--- src/rtl/reg_write_decode_file.sv ---
// Write-address decode and 32x32 register file with two read ports, a debug port, a written-mask and a write counter.
// Define REGFILE_WRITE_BYPASS_EN to forward same-cycle write data to read ports A and B.
module reg_write_decode_file #(
    parameter int DATA_W = 32,
    parameter int ADDR_W = 5,
    parameter int CNT_W  = 16
) (
    input  logic                   clk,
    input  logic                   rst_n,
    input  logic                   we,
    input  logic [ADDR_W-1:0]      waddr,
    input  logic [DATA_W-1:0]      wdata,
    input  logic [ADDR_W-1:0]      raddr_a,
    input  logic [ADDR_W-1:0]      raddr_b,
    output logic [DATA_W-1:0]      rdata_a,
    output logic [DATA_W-1:0]      rdata_b,
    input  logic [ADDR_W-1:0]      dbg_addr,
    output logic [DATA_W-1:0]      dbg_data,
    output logic [(1<<ADDR_W)-1:0] wr_onehot,
    output logic [(1<<ADDR_W)-1:0] written_mask,
    output logic [CNT_W-1:0]       wr_count
);

    localparam int DEPTH = 1 << ADDR_W;

    logic [DATA_W-1:0] regs_q [DEPTH];
    logic [DEPTH-1:0]  wr_en_d;
    logic [DEPTH-1:0]  onehot_q;
    logic [DEPTH-1:0]  mask_q;
    logic [CNT_W-1:0]  count_q;
    logic [CNT_W-1:0]  count_d;

    // $0 is hardwired, so a write aimed at it decodes to no enable at all.
    always_comb begin
        wr_en_d = '0;
        if (we && (waddr != '0)) begin
            wr_en_d[waddr] = 1'b1;
        end
    end

    always_comb begin
        count_d = count_q;
        if (|wr_en_d) begin
            count_d = count_q + CNT_W'(1);
        end
    end

    always_ff @(posedge clk or negedge rst_n) begin
        if (!rst_n) begin
            for (int i = 0; i < DEPTH; i++) begin
                regs_q[i] <= '0;
            end
            onehot_q <= '0;
            mask_q   <= '0;
            count_q  <= '0;
        end else begin
            for (int i = 1; i < DEPTH; i++) begin
                if (wr_en_d[i]) begin
                    regs_q[i] <= wdata;
                end
            end
            onehot_q <= wr_en_d;
            mask_q   <= mask_q | wr_en_d;
            count_q  <= count_d;
        end
    end

    always_comb begin
        rdata_a  = (raddr_a  == '0) ? '0 : regs_q[raddr_a];
        rdata_b  = (raddr_b  == '0) ? '0 : regs_q[raddr_b];
        dbg_data = (dbg_addr == '0) ? '0 : regs_q[dbg_addr];
`ifdef REGFILE_WRITE_BYPASS_EN
        // Debug port deliberately shows only committed contents.
        if (we && (waddr != '0) && (raddr_a == waddr)) begin
            rdata_a = wdata;
        end
        if (we && (waddr != '0) && (raddr_b == waddr)) begin
            rdata_b = wdata;
        end
`else
`endif
    end

    assign wr_onehot    = onehot_q;
    assign written_mask = mask_q;
    assign wr_count     = count_q;

endmodule

--- config.mk ---
export PLATFORM = sky130hd
export DESIGN_NAME = reg_write_decode_file
export DESIGN_NICKNAME = d
export VERILOG_FILES = /design/src/rtl/reg_write_decode_file.sv
export SDC_FILE = /design/constraint.sdc
export NUM_CORES = 2
export LEC_CHECK = 0
export BUFFER_PORTS_ARGS = -buffer_cell sky130_fd_sc_hd__buf_2
export CORE_MARGIN = 1
export CORE_UTILIZATION = 24
export DETAILED_ROUTE_END_ITERATION = 12
export RECOVER_POWER = 25
export SYNTH_ARGS = -nofsm -noshare
export SYNTH_HDL_FRONTEND = slang
export SYNTH_SLANG_ARGS = --single-unit
--- constraint.sdc ---
create_clock -name clk -period 2.5 [get_ports clk]
set_input_delay 0 -clock clk [delete_from_list [all_inputs] [get_ports clk]]
set_output_delay 0 -clock clk [all_outputs]
set_load 0.02 [all_outputs]
==> reports/qor.csv <==
metric;value;unit
dieArea;267000;um^2
cpMostUsedCell;mux4_2;
synth_cell_types;47;
drive_gt1_share;57.9;%
fp.coreArea;263000;um^2
numPortBuffers;230;
min_period_over_period;108;%
yosysTopAreaCell;dfrtp_1;
holdCritPathClass;in -> reg;
synth-edff-count;0;
dp_slack;-113;ps
status;finished with violations;
setup_ws;-192;ps
timing.fmax;371;MHz
max-slew-margin-rel;-27.0;%
grt_antenna_before_repair;14;
cp-start-kind;register;
root_buffer;clkbuf_16;
crit_family;multiplexers;
drc;0;
synth_area_leaders;dfrtp_1, mux4_2, mux2_2;
ys_seq_area_share;42.2;%
dpl-instance-area;71300;um^2
violations;max-capacitance violations, max-slew violations, negative setup slack;
layout.nets;4704;
start_util;24.2;%
slowest_delay;540;ps
power_leakage;32.7;nW
ys_ff_latch;1072;
die_y;517;um
p_per_area;760;nW/um^2
multiInputGateArea;35900;um^2
async_reset_ff_share;100;%
total_power;59.2;mW
regArea;26800;um^2
grt_max_degree;130;
critical_path_buf_inv_count;1;
cts_buffers;117;
worst_ep_required_time;2500;ps
clk_pin_slew;60;ps
cp.arrival;2690;ps
place_hpwl;154;mm
crit_slowest_cell;mux4_2;
area_growth;22.5;%
stdcell_area;77900;um^2
crit_type;reg -> out;
synth.avg_cell_area;14.5;um^2
drt-initial-drc-count;5203;
yosysMostFrequentCell;mux2_2;
grtUsageTotal;18.6;%
die_w;517;um
worst_pin_slew;1910;ps
fin_setup_tns;-8840;ps
reg2reg_depth;5;
vias;46200;
setup_violations;116;
finalCriticalPeriod;2690;ps
ant_nets;0;
synth_common_cells;mux2_2, dfrtp_1, mux4_2;
wirelength;252;mm
final-hold-violation-count;0;
grt_pass1_wl;357;mm
grt_setup_unrepaired;yes;
maxCapViolCount;3;
vias_per_cell;5.58;
synth_area;63600;um^2
place.gp.congestion;0.841;
cts.sink_count;1072;
finalMaxSlewViolations;78;
clkLatencyLatePin;760;ps
clockBufferDepth;3;
synthesis.nets;4427;
vdd_ir_drop_max;0.632;mV
crit_chain;mux4_2 -> mux4_2 -> mux2_4 -> buf_6;
fill_cells;26200;
routedWlPerCell;30.4;um
tritoncts;built;
hold_depth;6;
synthCells;4371;
cp-end-kind;primary output;
clock_skew;16.2;ps
overflow;0;
htree_levels;3;
critPathMaxFanout;4;
pin_count;231;
worstSetupPathDepth;4;
row_count;188;
synth_top_flop_cell;dfrtp_1;
yosysWarningCount;32;
grt_pass1_vias;46600;
dr.pass1.iters;5;
synth_top_area_share;42.2;%
final cells by class:
type                            instances  area share (%)
Antenna cell                            7          0.0225
Sequential cell                      1072            34.5
Clock buffer                          158            4.27
Multi-Input combinational cell       2784            46.1
Timing Repair Buffer                  651            8.42
Inverter                               22           0.106
Clock inverter                         60            1.02
Tap cell                             3515            5.65
worst min-delay path, stage by stage:
cell,delay (ps)
buf_2,90
buf_4,160
or3_1,160
o21a_1,200
nand2_1,80
xnor2_1,120
final timing paths:
| path | from | slack [ps] | endpoint |
|---|---|---|---|
| worst max-delay path | regs_q[78]$_DFFE_PN0P_ | -190 | dbg_data[14] |
| worst min-delay path | waddr[4] | 100 | wr_count[2]$_DFFE_PN0P_ |
| worst max register to register | wr_count[2]$_DFFE_PN0P_ | 1030 | wr_count[15]$_DFFE_PN0P_ |
| worst min register to register | written_mask[0]$_DFF_PN0_ | 370 | written_mask[0]$_DFF_PN0_ |
| max in group asynchronous | rst_n | -140 | regs_q[684]$_DFFE_PN0P_ |
| min in group asynchronous | rst_n | 1610 | regs_q[40]$_DFFE_PN0P_ |
routing by layer:
metal / vias up / track usage (%) / part of all wire [%]
met5: - / 0 / 0.015
met4: 6 / 7.94 / 4.4
met3: 646 / 5.02 / 11
met2: 2895 / 27.5 / 44
met1: 24800 / 25.3 / 41
li1: 17800 / - / -
cells in the final DEF, fill, tap and decap left out, drive strengths merged, types with 25 or more instances in the layout:
| cell type | n |
|---|---|
| nor2 | 47 |
| nand2 | 46 |
| dfrtp | 1072 |
| o31ai | 64 |
| inv | 25 |
| mux4 | 628 |
| o21ai | 84 |
| dlygate4sd3 | 42 |
| mux2i | 256 |
| a211oi | 64 |
| a22o | 202 |
| o22ai | 85 |
| mux2 | 1102 |
| buf | 585 |
| clkbuf | 181 |
| and2 | 68 |
| clkinv | 32 |
timing repair:
item	CTS	global route
resized for setup	361	101
hold endpoints to repair	2078	1
endpoints found under the setup margin	90	91
hold buffers	42	1
setup buffers	74	21
pin swaps	129	66
flip-flops by register name, summed over array words and instances (netlist names):
name	cells
regs_q	992
wr_onehot	32
written_mask	32
wr_count	16
where the power goes:
part           total [mW]  switching, mW  leakage [nW]  internal (mW)
Sequential           24.0           3.34          13.7           20.7
Combinational        16.4           7.08          17.0           9.35
Clock                18.7           7.92          2.00           10.8
Total                59.2           18.3          32.7           40.8
per-stage QoR:
stage	cells	hold slack [ps]	utilization (%)
4_1_cts	8244	64.9	29.5
5_1_grt	8265	107	29.6
2_1_floorplan	4371	-296	-
3_3_place_gp	7925	-27.8	27.2
6_report	8269	105	29.6
3_5_place_dp	7925	-23.8	27.2
logic make-up after synthesis:
family	Yosys count	synth area share, %
buffers and inverters	515	3.39
multiplexers	1986	45.8
AND/OR/NAND/NOR	232	1.95
adder cells (fa/ha/maj)	1	0.0197
other	1	0.00590
AO/OA/AOI/OAI	549	6.43
XOR/XNOR	15	0.207
flip-flops	1072	42.2
No activity file was read; power rests on OpenSTA's default activity.
